`src/rtl/uart_loopback_top.sv`:
```
// UART TX and RX sharing one baud-tick generator, with the TX line looped back into RX.
// Define UART_PARITY_EN for an even-parity bit, which adds the parity_err output.
module uart_loopback_top #(
  parameter int CLK_FREQ   = 100_000_000,
  parameter int BAUD       = 115200,
  parameter int OVERSAMPLE = 16
) (
  input  logic       clk,
  input  logic       reset,
  input  logic       tx_start,
  input  logic [7:0] data_in,
  output logic       tx_done,
  output logic       rx_done,
`ifdef UART_PARITY_EN
  output logic       parity_err,
`endif
  output logic [7:0] data_out
);

  localparam int DIV = CLK_FREQ / (BAUD * OVERSAMPLE);
  localparam int TW  = (DIV > 1) ? $clog2(DIV) : 1;
  localparam int OW  = $clog2(OVERSAMPLE);

  typedef enum logic [2:0] {S_IDLE, S_START, S_DATA, S_PARITY, S_STOP} state_e;

  logic [TW-1:0] r_tick_cnt;
  logic          w_tick;

  assign w_tick = (r_tick_cnt == TW'(DIV - 1));

  // NOTE: sequential state is assigned with <= so every flop samples pre-edge values.
  always_ff @(posedge clk) begin
    if (reset || w_tick) r_tick_cnt <= '0;
    else                 r_tick_cnt <= r_tick_cnt + TW'(1);
  end

  // ---------------- transmitter ----------------
  state_e        r_tx_state, w_tx_next;
  logic [OW-1:0] r_tx_tick;
  logic [2:0]    r_tx_idx;
  logic [7:0]    r_tx_shreg;
  logic          w_tx_bit_end;
  logic          w_tx_line;
`ifdef UART_PARITY_EN
  logic          r_tx_par;
`endif

  assign w_tx_bit_end = w_tick && (r_tx_tick == OW'(OVERSAMPLE - 1));

  always_ff @(posedge clk) begin
    if (reset) r_tx_state <= S_IDLE;
    else       r_tx_state <= w_tx_next;
  end

  // NOTE: defaults are assigned first so no path leaves an output unassigned (no latch).
  always_comb begin
    w_tx_next = r_tx_state;
    w_tx_line = 1'b1;
    case (r_tx_state)
      S_IDLE:  if (tx_start) w_tx_next = S_START;
      S_START: begin
        w_tx_line = 1'b0;
        if (w_tx_bit_end) w_tx_next = S_DATA;
      end
      S_DATA: begin
        w_tx_line = r_tx_shreg[0];
        if (w_tx_bit_end && r_tx_idx == 3'd7) begin
`ifdef UART_PARITY_EN
          w_tx_next = S_PARITY;
`else
          w_tx_next = S_STOP;
`endif
        end
      end
`ifdef UART_PARITY_EN
      S_PARITY: begin
        w_tx_line = r_tx_par;
        if (w_tx_bit_end) w_tx_next = S_STOP;
      end
`endif
      S_STOP:  if (w_tx_bit_end) w_tx_next = S_IDLE;
      default: w_tx_next = S_IDLE;
    endcase
  end

  always_ff @(posedge clk) begin
    if (reset) begin
      r_tx_tick  <= '0;
      r_tx_idx   <= '0;
      r_tx_shreg <= '0;
      tx_done    <= 1'b0;
`ifdef UART_PARITY_EN
      r_tx_par   <= 1'b0;
`endif
    end else begin
      tx_done <= (r_tx_state == S_STOP) && w_tx_bit_end;
      if (r_tx_state == S_IDLE) begin
        r_tx_tick <= '0;
        r_tx_idx  <= '0;
        if (tx_start) begin
          r_tx_shreg <= data_in;
`ifdef UART_PARITY_EN
          r_tx_par   <= ^data_in;
`endif
        end
      end else if (w_tick) begin
        r_tx_tick <= w_tx_bit_end ? '0 : r_tx_tick + OW'(1);
        if (w_tx_bit_end && r_tx_state == S_DATA) begin
          r_tx_shreg <= r_tx_shreg >> 1;
          r_tx_idx   <= r_tx_idx + 3'd1;
        end
      end
    end
  end

  // ---------------- receiver ----------------
  logic [1:0]    r_rx_sync;
  state_e        r_rx_state, w_rx_next;
  logic [OW-1:0] r_rx_tick;
  logic [2:0]    r_rx_idx;
  logic [7:0]    r_rx_shreg;
  logic          w_rx;
  logic          w_rx_mid;
  logic          w_rx_bit_end;
  logic          w_rx_par_ok;
`ifdef UART_PARITY_EN
  logic          r_rx_par;
  assign w_rx_par_ok = (r_rx_par == ^r_rx_shreg);
`else
  assign w_rx_par_ok = 1'b1;
`endif

  assign w_rx         = r_rx_sync[1];
  assign w_rx_mid     = w_tick && (r_rx_tick == OW'(OVERSAMPLE / 2 - 1));
  assign w_rx_bit_end = w_tick && (r_rx_tick == OW'(OVERSAMPLE - 1));

  always_ff @(posedge clk) begin
    if (reset) begin
      r_rx_sync  <= 2'b11;
      r_rx_state <= S_IDLE;
    end else begin
      r_rx_sync  <= {r_rx_sync[0], w_tx_line};
      r_rx_state <= w_rx_next;
    end
  end

  always_comb begin
    w_rx_next = r_rx_state;
    case (r_rx_state)
      S_IDLE:  if (!w_rx) w_rx_next = S_START;
      S_START: if (w_rx_mid) w_rx_next = w_rx ? S_IDLE : S_DATA;
      S_DATA: begin
        if (w_rx_bit_end && r_rx_idx == 3'd7) begin
`ifdef UART_PARITY_EN
          w_rx_next = S_PARITY;
`else
          w_rx_next = S_STOP;
`endif
        end
      end
`ifdef UART_PARITY_EN
      S_PARITY: if (w_rx_bit_end) w_rx_next = S_STOP;
`endif
      S_STOP:  if (w_rx_bit_end) w_rx_next = S_IDLE;
      default: w_rx_next = S_IDLE;
    endcase
  end

  // Sampling happens mid-bit: START realigns the counter at half a bit.
  always_ff @(posedge clk) begin
    if (reset) begin
      r_rx_tick  <= '0;
      r_rx_idx   <= '0;
      r_rx_shreg <= '0;
      rx_done    <= 1'b0;
      data_out   <= 8'h00;
`ifdef UART_PARITY_EN
      r_rx_par   <= 1'b0;
      parity_err <= 1'b0;
`endif
    end else begin
      rx_done <= 1'b0;
`ifdef UART_PARITY_EN
      parity_err <= 1'b0;
`endif
      if (r_rx_state == S_IDLE) begin
        r_rx_tick <= '0;
        r_rx_idx  <= '0;
      end else if (w_tick) begin
        r_rx_tick <= (w_rx_bit_end || (r_rx_state == S_START && w_rx_mid)) ?
                     '0 : r_rx_tick + OW'(1);
        if (w_rx_bit_end && r_rx_state == S_DATA) begin
          r_rx_shreg <= {w_rx, r_rx_shreg[7:1]};
          r_rx_idx   <= r_rx_idx + 3'd1;
        end
`ifdef UART_PARITY_EN
        if (w_rx_bit_end && r_rx_state == S_PARITY) r_rx_par <= w_rx;
        if (w_rx_bit_end && r_rx_state == S_STOP && !w_rx_par_ok) parity_err <= 1'b1;
`endif
        if (w_rx_bit_end && r_rx_state == S_STOP && w_rx && w_rx_par_ok) begin
          rx_done  <= 1'b1;
          data_out <= r_rx_shreg;
        end
      end
    end
  end

endmodule

```
`config.mk`:
```
export PLATFORM = sky130hd
export DESIGN_NAME = uart_loopback_top
export DESIGN_NICKNAME = d
export VERILOG_FILES = /design/src/rtl/uart_loopback_top.sv
export SDC_FILE = /design/constraint.sdc
export NUM_CORES = 1
export LEC_CHECK = 0
export CAP_MARGIN = 40
export CORE_AREA = 2 2 80 63
export CTS_CLUSTER_SIZE = 28
export DETAILED_ROUTE_END_ITERATION = 10
export DIE_AREA = 0 0 82 65
export PLACE_DENSITY = 0.75
export REMOVE_ABC_BUFFERS = 1
export SLEW_MARGIN = 20
export SYNTH_ARGS = -nofsm -noshare
export SYNTH_HDL_FRONTEND = slang
export SYNTH_SLANG_ARGS = --single-unit
```
`constraint.sdc`:
```
create_clock -name clk -period 1.9 [get_ports clk]
set_clock_uncertainty 0.05 [all_clocks]
set_input_delay 0.57 -clock clk [delete_from_list [all_inputs] [get_ports clk]]
set_output_delay 0.57 -clock clk [all_outputs]
set_load 0.01 [all_outputs]
```
Word level (Yosys, flattened, before mapping):

Index checks and enable logic that the tools add are counted.

* register bits after elaboration: 54
* bits of input ports: 11
* output and inout port bits: 10
* word-level logic and storage cells: 86

* add/sub/neg operators: 5
* eq/ne operators: 20
* muxes and demuxes: 19
* bitwise operators: 2
* reductions and logical operators: 27

Operators with widths (number)
* $mux 8: 4
* $mux 3: 8
* $pmux 3 s4: 2
* $ne 2x2->1 const B: 8
* $eq 3x3->1 const B: 4
* $logic_and 1x1->1: 11
* $reduce_and 3->1: 3
* $add 4x1->4 const B: 2
* $eq 4x4->1 const B: 2
* $mux 4: 2
* $reduce_and 4->1: 2
* $add 3x1->3 const B: 2
* $add 6x1->6 const B: 1
* $eq 3x1->1 const B: 2
* $eq 3x2->1 const B: 2
* $eq 6x6->1 const B: 1
* $logic_not 3->1: 2
* $eq 4x3->1 const B: 1
* $reduce_and 2->1: 2
* $reduce_bool 2->1: 2
* $reduce_or 2->1: 2
* $reduce_or 3->1: 1
* $logic_or 1x1->1: 2
* $mux 2: 1
* 3 further kinds: 4

Logic depth before layout (Yosys ltp):

* word-level depth: 6
* gate-level depth with buffers: 8

Worst setup path after synthesis:

Ideal clock, no wire load.

* kind: reg-to-reg
* start: register r_tx_tick[0]
* end: register r_tx_idx[1]
* setup time: 71 ps
* arrival time: 1624 ps
* required time: 1779 ps
* slack: 156 ps
* cell stages (with the launch flop): 6
* buffers on the path: 0
* clock period less this slack: 1744 ps
* cells stage by stage: dfxtp_1 > ha_1 > nand2_1 > nor4_2 > mux2_2 > a21oi_1

* cells in the longest elaborated chain, start to end: 4

Ends and longest elaborated chain
* start, declared: line 39 `logic [OW-1:0] r_tx_tick;`
* start signal, assigned: line 107 `r_tx_tick <= w_tx_bit_end ? '0 : r_tx_tick + OW'(1);`
* $eq 4x4->1: line 48 `assign w_tx_bit_end = w_tick && (r_tx_tick == OW'(OVERSAMPLE - 1));`
* $logic_and 1x1->1: line 48
* $logic_and 1x1->1: line 108 `if (w_tx_bit_end && r_tx_state == S_DATA) begin`
* $reduce_and 2->1 (no line)
* end signal, assigned: line 110 `r_tx_idx <= r_tx_idx + 3'd1;`
* end, declared: line 40 `logic [2:0] r_tx_idx;`

Every way passes these cells.
A chain may end at the register's enable or synchronous reset.

Worst setup path after layout:

* start: register r_tick_cnt[1]
* end: register r_rx_idx[2]

* cells in the longest elaborated chain, start to end: 4

Ends and longest elaborated chain
* start, declared: line 26 `logic [TW-1:0] r_tick_cnt;`
* start signal, assigned: line 34 `else r_tick_cnt <= r_tick_cnt + TW'(1);`
* $eq 6x6->1 *: line 29 `assign w_tick = (r_tick_cnt == TW'(DIV - 1));`
* $logic_and 1x1->1: line 135 `assign w_rx_bit_end = w_tick && (r_rx_tick == OW'(OVERSAMPLE - 1));`
* $logic_and 1x1->1: line 192 `if (w_rx_bit_end && r_rx_state == S_DATA) begin`
* $reduce_and 2->1 (no line) *
* end signal, assigned: line 194 `r_rx_idx <= r_rx_idx + 3'd1;`
* end, declared: line 120 `logic [2:0] r_rx_idx;`

Mark *: on every way between the ends. The rest lies on a longest branch, timed or not.

==> flow_metrics.tcl <==
set metrics [dict create \
    dieArea_um2 5330 \
    areaGrowthSynthToFinish_pct 23.7 \
    syn_inst 255 \
    hpwlAfterDp_um 3330 \
    worstReg2RegStart "r_tick_cnt[1]$_SDFF_PP0_" \
    n_antenna_cell 0 \
    fin_util_pct 65.0 \
    port_buffers 20 \
    arrival_ns 1.98 \
    hold_violations 0 \
    ioPinCount 21 \
    drv_cap 0 \
    maxSlewViolCount 0 \
    postCtsSetupBuffers 0 \
    total_power_w 0.00221 \
    ys.flop_type "dfxtp_1" \
    gp_congestion 0.816 \
    grt_pass1_wl_um 7930 \
    die_y_um 65 \
    yosys.area_share.xor_xnor_pct 3.24 \
    yosysWarningCount 0 \
    antenna_found_initial 0 \
    hold_start "r_rx_sync[0]$_SDFF_PP1_" \
    finalSetupViolations 0 \
    total_leakage_power_nw 1.18 \
    clkTransAtPathRegs_ns 0.10 \
    crit_fanout 5 \
    firstDrtPassIters 4 \
    rr_endpoint "r_rx_idx[2]$_SDFFE_PP0P_" \
    status "completed" \
    final_cell_mix "dfxtp_1, nor2_1, buf_4, clkdlybuf4s50_1, mux2i_1" \
    rows 22 \
    viasPerCell 5.39 \
    grt_pass1_vias 1802 \
    ant_nets 0 \
    drc 0 \
    tns_ns 0 \
    yosys.area.top_type "dfxtp_1" \
    die_w_um 82 \
    fin_crit_sh_pct 96.5 \
    drive_above_1_share_pct 16.2 \
    grt_overflow 0 \
    syn_area_um2 2430 \
    nets 314 \
    grtUsageTotal_pct 19.0 \
    reg2reg_depth 8 \
    peakVddDrop_uv 497 \
    fmax_mhz 545 \
    synth_area_leaders "dfxtp_1, mux2i_1, nor2_1" \
    power_density_nw_per_um2 734 \
    synth_edf_count 0 \
    initial_utilization_pct 52.5 \
    synthSimpleGateAreaFrac_pct 25.3 \
    cts_buffers 5 \
    muxShareOfSynthArea_pct 8.34 \
    fin_ws_ns 0.0657 \
    wl_um 4730 \
    tritoncts "yes" \
    netlist.area_leader.share_pct 44.5 \
    clock_sinks 54 \
    hold_path_class "register to register" \
    synth_cell_types 47 \
    h-tree-depth 2 \
    cp.required_ns 2.05 \
    ys_seq_elements 54 \
    cts_root_buffer "clkbuf_8" \
    drt_first_iter_violations 64 \
    place_ws_ns -0.403 \
    start_kind "register" \
    async_reset_ff_share_pct 0 \
    core_region_area_um2 4620 \
    slew_headroom_pct 74.7 \
    synthAdderAreaFrac_pct 4.12 \
    avgSynthCellArea_um2 9.53 \
    ff2ff_setup_slack_ns 0.07 \
    criticalPathCategory "register to register" \
    worst_pin_slew_ns 0.377 \
    grt_max_degree 18 \
    synth_top_family_by_area "simple AND/OR/NAND/NOR gates" \
    yosysSeqAreaShare_pct 44.5 \
    cp-endpoint "r_rx_idx[2]$_SDFFE_PP0P_" \
    cts_buffer_depth 2 \
    hold_buffers 0 \
    vias 1920 \
    cp-end-kind "register" \
    hold_slack_ns 0.379 \
    whs_path_depth 1 \
    final_common_cell "dfxtp_1" \
    crit_start "r_tick_cnt[1]$_SDFF_PP0_" \
    synth_compound_area_share_pct 11.0 \
    wire_per_inst_um 13.3 \
    clk_latency_ns 0.30 \
    min_period_ns 1.83 \
]
[routing by layer]
layer  global-route usage (%)  up-vias  wire length, um
li1                         -      989                -
met1                     27.1      894             2500
met2                     28.2       28             2000
met3                     4.18        9              146
met4                     6.67        0               82
met5                        0        -                0
[kinds of logic (layout without fill, tap and decap cells)]
family | Yosys count | in the layout
AO/OA/AOI/OAI | 37 | 37
XOR/XNOR | 9 | 9
flip-flops | 54 | 54
AND/OR/NAND/NOR | 111 | 111
adder cells (fa/ha/maj) | 8 | 8
buffers and inverters | 16 | 57
multiplexers | 20 | 20
[state kept, by name, indices dropped and copies added, names as in the netlist]
register	count
r_tick_cnt	6
r_rx_shreg	8
r_rx_tick	4
data_out	8
r_tx_tick	4
r_rx_sync	2
r_tx_idx	3
tx_done	1
r_rx_state	3
r_tx_state	3
r_rx_idx	3
rx_done	1
r_tx_shreg	8
[how the worst min path moves through the flow]
stage / end
2_1_floorplan: r_rx_sync[1]$_SDFF_PP1_
3_3_place_gp: r_rx_sync[1]$_SDFF_PP1_
3_5_place_dp: r_rx_sync[1]$_SDFF_PP1_
4_1_cts: r_rx_sync[1]$_SDFF_PP1_
5_1_grt: r_rx_sync[1]$_SDFF_PP1_
6_report: r_rx_sync[1]$_SDFF_PP1_
[critical path: stages (launching register included)]
cell,delay [ns]
dfxtp_2,0.34
inv_1,0.05
ha_1,0.19
nand4_1,0.15
buf_4,0.19
nor4_4,0.28
clkbuf_16,0.23
mux2i_1,0.20
nor2_1,0.05
[synth_stat cells, types with 2 or more instances]
library cell  count
a211oi_1          2
a21o_1            5
a21oi_1           8
a31oi_1           5
and3b_1           3
and4b_1           2
buf_2             2
buf_6             3
clkbuf_1          7
dfxtp_1          54
ha_1              8
inv_1             3
mux2_2            2
mux2i_1          18
nand2_1          14
nand2b_1          2
nand3_1           7
nand3b_1          2
nand4_1           3
nand4b_1          2
nor2_1           45
nor3_1            9
nor3b_1           6
o21ai_0           5
o221a_1           7
or2_1             2
or3b_2            2
xnor2_1           7
xor2_1            2
[per-stage QoR]
| step | cells | area, um2 |
|---|---|---|
| 2_1_floorplan | 242 | 2360 |
| 3_3_place_gp | 347 | 2830 |
| 3_5_place_dp | 347 | 2830 |
| 4_1_cts | 355 | 2970 |
| 5_1_grt | 356 | 3010 |
| 6_report | 356 | 3010 |
[final cells by class]
cell class	instances	area [um2]
repair buffers	46	425
well taps	60	75.1
fillers	378	1620
clock inverters	3	68.8
inverters	3	11.3
flip-flops and latches	54	1080
clock buffers	5	68.8
multi-input cells	185	1270
[power breakdown]
part           switching (W)  internal, W
registers          0.0000186      0.00116
logic              0.0000576    0.0000700
clock network       0.000377     0.000528
total               0.000454      0.00175
[what timing repair did]
action,CTS,global route
endpoints found under the setup margin,8,5
pin swaps,0,1
resized for setup,1,3
gates cloned,0,1
Power figures use the tool's default switching activity.
